### config.mk
export PLATFORM = sky130hd
export DESIGN_NAME = dmem_responder
export DESIGN_NICKNAME = d
export VERILOG_FILES = /design/src/rtl/dmem_pkg.sv /design/src/rtl/dmem_array.sv /design/src/rtl/dmem_responder.sv
export SDC_FILE = /design/constraint.sdc
export NUM_CORES = 2
export LEC_CHECK = 0
export CORE_ASPECT_RATIO = 0.6
export CORE_MARGIN = 1
export CORE_UTILIZATION = 60
export DETAILED_ROUTE_END_ITERATION = 7
export HOLD_SLACK_MARGIN = 0.06
export PLACE_DENSITY = 0.76
export SYNTH_ARGS = -nofsm -noshare
export SYNTH_HDL_FRONTEND = slang
export SYNTH_SLANG_ARGS = --single-unit
### constraint.sdc
create_clock -name clk -period 15.15 [get_ports clk]
set_input_delay 1.515 -clock clk [delete_from_list [all_inputs] [get_ports clk]]
set_output_delay 1.515 -clock clk [all_outputs]
set_load 0.01 [all_outputs]
### src/rtl/dmem_pkg.sv
// dmem_pkg: shared constants and FSM state encoding for the data-memory responder.
// Provides default bus widths, the wait-counter width and the IDLE/WAIT/RESP states.
// The state values are plain localparams so older code can keep using them directly.
package dmem_pkg;

  localparam int ADDR_W_DEF = 8;
  localparam int DATA_W_DEF = 8;
  // Wide enough for the largest legal wait-state count (15).
  localparam int CNT_W      = 4;

  localparam logic [1:0] ST_IDLE = 2'd0;
  localparam logic [1:0] ST_WAIT = 2'd1;
  localparam logic [1:0] ST_RESP = 2'd2;

  typedef enum logic [1:0] {
    S_IDLE = ST_IDLE,
    S_WAIT = ST_WAIT,
    S_RESP = ST_RESP
  } state_e;

endpackage

### src/rtl/dmem_array.sv
// dmem_array: DEPTH x DATA_W storage with one synchronous write port and one registered read port.
// Latency: write lands on the enabled edge; read data appears after the enabled edge.
// Backpressure: none; the caller pulses wr_en_i / rd_en_i once per committed access.
// Ports: clk_i, rst_i (clears only the read register), wr_en_i, rd_en_i, addr_i, wr_dat_i, rd_dat_o.
module dmem_array #(
  parameter int ADDR_W = 8,
  parameter int DATA_W = 8,
  parameter int DEPTH  = 256
) (
  input  logic              clk_i,
  input  logic              rst_i,
  input  logic              wr_en_i,
  input  logic              rd_en_i,
  input  logic [ADDR_W-1:0] addr_i,
  input  logic [DATA_W-1:0] wr_dat_i,
  output logic [DATA_W-1:0] rd_dat_o
);

  // Storage is deliberately not reset: contents are undefined until written.
  logic [DATA_W-1:0] mem_q [0:DEPTH-1];
  logic [DATA_W-1:0] rd_dat_q;

  always_ff @(posedge clk_i) begin
    if (wr_en_i) begin
      mem_q[addr_i] <= wr_dat_i;
    end
  end

  // The read register does reset, so the CPU sees 0 on load data after reset.
  always_ff @(posedge clk_i or posedge rst_i) begin
    if (rst_i) begin
      rd_dat_q <= '0;
    end else if (rd_en_i) begin
      rd_dat_q <= mem_q[addr_i];
    end
  end

  assign rd_dat_o = rd_dat_q;

endmodule

### src/rtl/dmem_responder.sv
// dmem_responder: multi-cycle load/store responder for the 8-bit CPU, owning a DEPTH x DATA_W array.
// Latency: ready pulses WAIT_CYCLES+1 cycles after the request is accepted in IDLE.
// Backpressure: requests while busy are dropped, not queued; CPU re-asserts req after ready.
// Ports: clk, reset (async, active-high), req/MW/Address/Data_in (sampled in IDLE only),
//        Data_out (last read), ready (1-cycle), busy; rd_count/wr_count only with DMEM_STATS_EN.
// Optional feature macro: DMEM_STATS_EN adds 16-bit wrapping read/write completion counters.
// DEPTH must equal 2**ADDR_W; there is no address wrap or range check.
module dmem_responder
  import dmem_pkg::*;
#(
  parameter int ADDR_W      = ADDR_W_DEF,
  parameter int DATA_W      = DATA_W_DEF,
  parameter int DEPTH       = 256,
  parameter int WAIT_CYCLES = 2
) (
  input  logic              clk,
  input  logic              reset,
  input  logic              req,
  input  logic              MW,
  input  logic [ADDR_W-1:0] Address,
  input  logic [DATA_W-1:0] Data_in,
  output logic [DATA_W-1:0] Data_out,
  output logic              ready,
  output logic              busy
`ifdef DMEM_STATS_EN
  ,
  output logic [15:0]       rd_count,
  output logic [15:0]       wr_count
`endif
);

  localparam logic [CNT_W-1:0] WAIT_LD = CNT_W'(WAIT_CYCLES);

  state_e            state_q, state_d;
  logic [CNT_W-1:0]  cnt_q, cnt_d;
  logic [ADDR_W-1:0] addr_q, addr_d;
  logic [DATA_W-1:0] data_q, data_d;
  logic              mw_q, mw_d;
  logic              commit;

  always_comb begin
    state_d = state_q;
    cnt_d   = cnt_q;
    addr_d  = addr_q;
    data_d  = data_q;
    mw_d    = mw_q;
    commit  = 1'b0;
    case (state_q)
      S_IDLE: begin
        if (req) begin
          addr_d = Address;
          data_d = Data_in;
          mw_d   = MW;
          cnt_d  = WAIT_LD;
          if (WAIT_LD == '0) begin
            state_d = S_RESP;
            commit  = 1'b1;
          end else begin
            state_d = S_WAIT;
          end
        end
      end
      S_WAIT: begin
        cnt_d = cnt_q - 1'b1;
        // Leave on the edge where the counter reaches zero.
        if (cnt_q == CNT_W'(1)) begin
          state_d = S_RESP;
          commit  = 1'b1;
        end
      end
      S_RESP: begin
        state_d = S_IDLE;
      end
      default: begin
        state_d = S_IDLE;
      end
    endcase
  end

  always_ff @(posedge clk or posedge reset) begin
    if (reset) begin
      state_q <= S_IDLE;
      cnt_q   <= '0;
      addr_q  <= '0;
      data_q  <= '0;
      mw_q    <= 1'b0;
    end else begin
      state_q <= state_d;
      cnt_q   <= cnt_d;
      addr_q  <= addr_d;
      data_q  <= data_d;
      mw_q    <= mw_d;
    end
  end

  // The array is fed from the next-state hold values: with zero wait states
  // the commit edge is the same edge that captures the request.
  dmem_array #(
    .ADDR_W (ADDR_W),
    .DATA_W (DATA_W),
    .DEPTH  (DEPTH)
  ) u_array (
    .clk_i    (clk),
    .rst_i    (reset),
    .wr_en_i  (commit & mw_d),
    .rd_en_i  (commit & ~mw_d),
    .addr_i   (addr_d),
    .wr_dat_i (data_d),
    .rd_dat_o (Data_out)
  );

  assign ready = (state_q == S_RESP);
  assign busy  = (state_q != S_IDLE);

`ifdef DMEM_STATS_EN
  logic [15:0] rd_cnt_q;
  logic [15:0] wr_cnt_q;

  always_ff @(posedge clk or posedge reset) begin
    if (reset) begin
      rd_cnt_q <= '0;
      wr_cnt_q <= '0;
    end else if (commit) begin
      if (mw_d) begin
        wr_cnt_q <= wr_cnt_q + 16'd1;
      end else begin
        rd_cnt_q <= rd_cnt_q + 16'd1;
      end
    end
  end

  assign rd_count = rd_cnt_q;
  assign wr_count = wr_cnt_q;
`endif

endmodule

* After elaboration in Yosys (flattened, before gate mapping)
Memory sizes are Yosys's and may differ from the RTL's. A register that Yosys moved wholly into a read port is not among the register bits. Index checks and enable logic that the tools add are counted.
Storage, ports and cells: word-level logic and storage cells 35, bits in registers 23, bits in writable memories 2048, bits of input ports 20, latch bits 0, ROM bits 0, memories 1, output and inout port bits 10
Memories:
- u_array.mem_q | depth 256, bits a word 8, read ports 1, clocked after memory_dff 1, wr ports 1, line dmem_array.sv:20 | logic [DATA_W-1:0] mem_q [0:DEPTH-1];
Operators by class: equal/unequal tests 5, shift operators 0, bitwise gates (word level) 3, reductions and logical operators 5, magnitude comparators 0, multiplexer cells 15, div/mod/pow operators 0, $add $sub $neg 1, $mul 0
Operators with widths (number):
- $mux W8 | 4
- $pmux W4 S2 | 1
- $mux W1 | 6
- $eq A4 B1 Y1 const B | 1
- $mux W2 | 2
- $mux W4 | 1
- $ne A2 B2 Y1 const B | 2
- $pmux W2 S2 | 1
- $reduce_and A2 Y1 | 2
- $reduce_bool A2 Y1 | 2
- $sub A4 B1 Y4 const B | 1
- $and A1 B1 Y1 | 2
- $eq A2 B1 Y1 const B | 1
- $eq A2 B2 Y1 const B | 1
- $logic_not A2 Y1 | 1
- $not A1 Y1 | 1

* Depth between registers and ports, before layout
depth after elaboration 6, gate-level depth with buffers 15, depth with buffers taken out 10

* Cells and area by module
Synthesis repeated with hierarchy kept, for this count alone.
Unflattened totals: cells, all modules 3783, area total of the unflattened synthesis 80843.8 sq um
By module, submodules not included:
- dmem_array | cells each 3715, area each 79867.8 sq um, instances 1, sequential area each 61699.2 sq um
- dmem_responder | cells each 68, area each 975.9 sq um, instances 1, sequential area each 575.6 sq um

* Worst setup path after synthesis
OpenSTA, ideal clock, no wires.
path kind input -> register, from input port req, to memory u_array.mem_q[0][0], data pin, arrival 5700 ps, cell stages on the path 7, library setup time 825 ps, setup slack 8625 ps, required time 14325 ps, cell sequence or3b_1 buf_2 buf_2 buf_1 clkbuf_1 nand2_1 nand2_1
Between the ends: cells in the longest elaborated chain, start to end 2
Ends and longest elaborated chain:
- start, declared | line dmem_responder.sv:18 | input logic req,
- $mux W8 | line dmem_responder.sv:50 | if (req) begin
- $mux W8 | line dmem_responder.sv:48 | case (state_q)
- via data_d[0] | line dmem_responder.sv:37 | logic [DATA_W-1:0] data_q, data_d;
- end, declared | line dmem_array.sv:20
The timed path passes the listed nets, and every way through them passes these cells.

* Worst setup path in the final report
from input port req, to register u_array.rd_dat_q[2] (netlist: u_array.rd_dat_o[2]), read port of u_array.mem_q
Between the ends: cells in the longest elaborated chain, start to end 4, elaborated cells between the ends (all ways) 6
Ends and longest elaborated chain:
- $mux W1 | line dmem_responder.sv:50
- $mux W1 | line dmem_responder.sv:48
- $not A1 Y1 | line dmem_responder.sv:106 | .rd_en_i (commit & ~mw_d),
- $and A1 B1 Y1 | line dmem_responder.sv:106
- end, declared | line dmem_array.sv:21 | logic [DATA_W-1:0] rd_dat_q;
Parallel ways exist; a longest one is shown, timed or not. A chain may end at the register's enable or synchronous reset.

==> out/qor.csv <==
metric,value,unit
Synth Area in Simple Gates,10.8,%
Post-CTS Setup Inserts,0,
CTS tree,built,
Max Transition Viols Final,0,
Post-Syn Area,81600,um^2
H-tree Lvls,4,
drt wl/cell,32.1,um
Async SR Flop Fraction,1.49,%
Yosys warnings,0,
mux cell area share after synthesis,4.80,%
Arrival @ worst endpoint,7830,ps
fin crit share,47.2,%
Tot GR Track Use,35.0,%
Cells after Synth,5574,
clk slew on worst S/H paths,70,ps
Seq cells post-synth,2079,
"Clk Latency, worst-skew pair",820,ps
core area,134000,um^2
LEAKAGE,0.0288,uW
Antenna Nets Post-Route,0,
I/O Pins,30,
Peak supply drop,237,uV
syn nets,5596,
vias in the first global route,47700,
Chip Width,478,um
first-pass GRT wire length,342000,um
initial antenna violation count,18,
failing checks,design-rule violations,
post-synthesis average cell area,14.6,um^2
hold_buf cts,0,
Max Cap Violations,0,
Final WS setup,7990,ps
RSZ-0062 raised after global routing,false,
multi-input logic area,18000,um^2
number of synthesized flops with an enable pin,2048,
clk buf depth,3,
Initial Util,60.7,%
share of cells above drive strength 1,9.08,%
input/output buffers,29,
Worst Hold Class,flip-flop to flip-flop,
row count,104,
share of the yosys chip area belonging to registers,76.4,%
GR Overflow Total,0,
Worst Hold Depth,1,
die area,137000,um^2
Pwr Density,207,nW/um^2
Initial DRT Pass Iterations,8,
pre-CTS setup slack,7620,ps
post_cts resized,0,
"Req. time, crit path",15820,ps
# clock sinks,2079,
routability cong.,0.977,
Root Driver,clkbuf_16,
crit path capture type,flip-flop,
total wire length,240000,um
Iter 0 DRT Violations,10200,
final setup fails,0,
final-stage net count,5554,
setup TNS,0,ps
run status,finished with violations,
fmax,140,MHz
largest family of logic cells by synthesized area,simple AND/OR/NAND/NOR gates,
Via-to-Cell Ratio,6.92,
Unique masters post-synth,63,
largest net degree at the start of global routing,201,
DRC,11,
ys flop type,edfxtp_1,
Die Ht,288,um
Vias,51800,
startpoint types,input port,
Seq. cell area,62300,um^2
fillcell total,8816,
Synth Area in Compound Gates,6.08,%
worst slew pin tran,1330,ps
R2R cell count,13,
Hold Fails Final Rpt,0,
CTS Buf Count,173,
xor and xnor fraction of the mapped netlist area,0.0107,%
Synth Area in Adders,0.0307,%
Worst Path Max Fanout,20,
dpl hpwl,142000,um
"Worst Path Class, Setup",input port to flip-flop,
Worst slew margin,10.8,%
Area Overhead vs Synth,9.68,%
fin crit period,7160,ps
Final Skew,32.8,ps
==> registers in the layout (all words and copies together), names as in the netlist <==
signal,flops
addr_q,8
cnt_q,4
data_q,8
mw_q,1
state_q,2
u_array.mem_q,2048
u_array.rd_dat_o,8
==> power by group <==
group | switching, uW | internal, uW | leakage, uW | total [uW]
sequential | 62.4 | 7320 | 0.0189 | 7390
clock | 2080 | 2510 | 0.00278 | 4590
combinational | 5050 | 1510 | 0.00706 | 6560
==> final timing paths <==
kind	endpoint	start	slack, ps
setup / recovery	u_array.rd_dat_o[2]	req	7990
hold / removal	cnt_q[3]	cnt_q[3]	510
setup reg to reg	u_array.rd_dat_o[2]	state_q[1]	8450
hold reg to reg	cnt_q[3]	cnt_q[3]	510
max in group asynchronous	u_array.rd_dat_o[7]	reset	13440
min in group asynchronous	data_q[7]	reset	1190
==> final cells by class <==
class	instances	area share, %
Clock inverter	106	1.10
Inverter	11	0.0755
Antenna cell	8	0.0224
Tap cell	1802	2.52
Sequential cell	2079	69.6
Clock buffer	217	5.26
Timing Repair Buffer	135	1.33
Multi-Input combinational cell	3132	20.1
==> worst max-delay path, cell delays in order <==
cell and delay [ps]:
clkdlybuf4s50_1 500, nor3b_2 640, buf_4 450, mux2i_2 280
buf_4 410, clkinv_1 930, nand3_1 1050, a311oi_1 100
nand4_1 140, and4_1 270, nand4_1 640, a2111oi_0 700
a31oi_1 160
==> cells in the final DEF, fill, tap and decap left out, types with 6 or more instances in the layout <==
cell	count
a32oi_1	50
a221oi_1	15
o22ai_1	26
a31oi_1	127
nand2_2	6
a21oi_1	268
nand2_1	1290
nand2b_1	7
nor3_1	14
buf_4	97
o211ai_1	6
clkbuf_16	181
nor2_1	299
bufinv_16	18
nor2_2	7
edfxtp_1	2048
mux4_2	110
dfrtp_1	31
a22oi_1	135
nand3_1	337
clkbuf_1	32
mux2i_1	134
diode_2	8
nand2_4	8
a311oi_1	19
buf_12	8
clkinv_2	33
nand4_1	76
and3_1	44
o2111ai_1	15
o21ai_0	17
a41oi_1	11
clkinv_1	43
a21boi_0	10
clkinvlp_4	8
clkdlybuf4s50_1	29
a2111oi_0	12
a211oi_1	13
==> routing by layer <==
metal	vias to the layer above	share of wire [%]	track usage, %
met2	4702	40	45.4
met4	16	3.8	12.0
met1	25400	37	50.5
li1	21000	-	-
met3	638	19	17.9
met5	-	0.11	0.718
==> kinds of logic after synthesis <==
kind of cell | count (synthesis)
AO/OA/AOI/OAI | 755
buffers and inverters | 363
multiplexers | 253
XOR/XNOR | 1
AND/OR/NAND/NOR | 2121
flip-flops | 2079
adder cells (fa/ha/maj) | 2
==> cell usage after synthesis, types with 10 or more instances <==
master,n,area [um^2]
nor2_1,309,1160
nand2_1,1304,4890
buf_2,130,651
clkbuf_1,120,450
edfxtp_1,2048,61500
a22oi_1,135,1010
and3_1,44,275
nand3_1,337,1690
dfrtp_1,31,776
buf_1,98,368
a21oi_1,269,1350
mux4_2,110,2480
a41oi_1,11,96.3
o21ai_0,17,85.1
nor3_1,17,85.1
mux2i_1,138,1380
a32oi_1,50,438
a2111oi_0,13,114
a311oi_1,19,166
nand4_1,76,475
o2111ai_1,15,131
o22ai_1,26,163
a221oi_1,15,131
a31oi_1,128,801
a211oi_1,13,97.6
a21boi_0,10,75.1
==> stage by stage <==
stage,power (uW),util (%),std cells,hold WS [ps],instance area [um^2]
5_1_grt,18900,66.5,7484,528,89400
2_1_floorplan,11400,-,5574,458,81600
3_5_place_dp,13700,62.3,7158,497,83700
3_3_place_gp,13600,62.3,7156,477,83700
4_1_cts,18200,66.5,7481,501,89400
6_report,18500,66.6,7490,507,89500
Note: power is estimated with default switching activity, not from simulation.
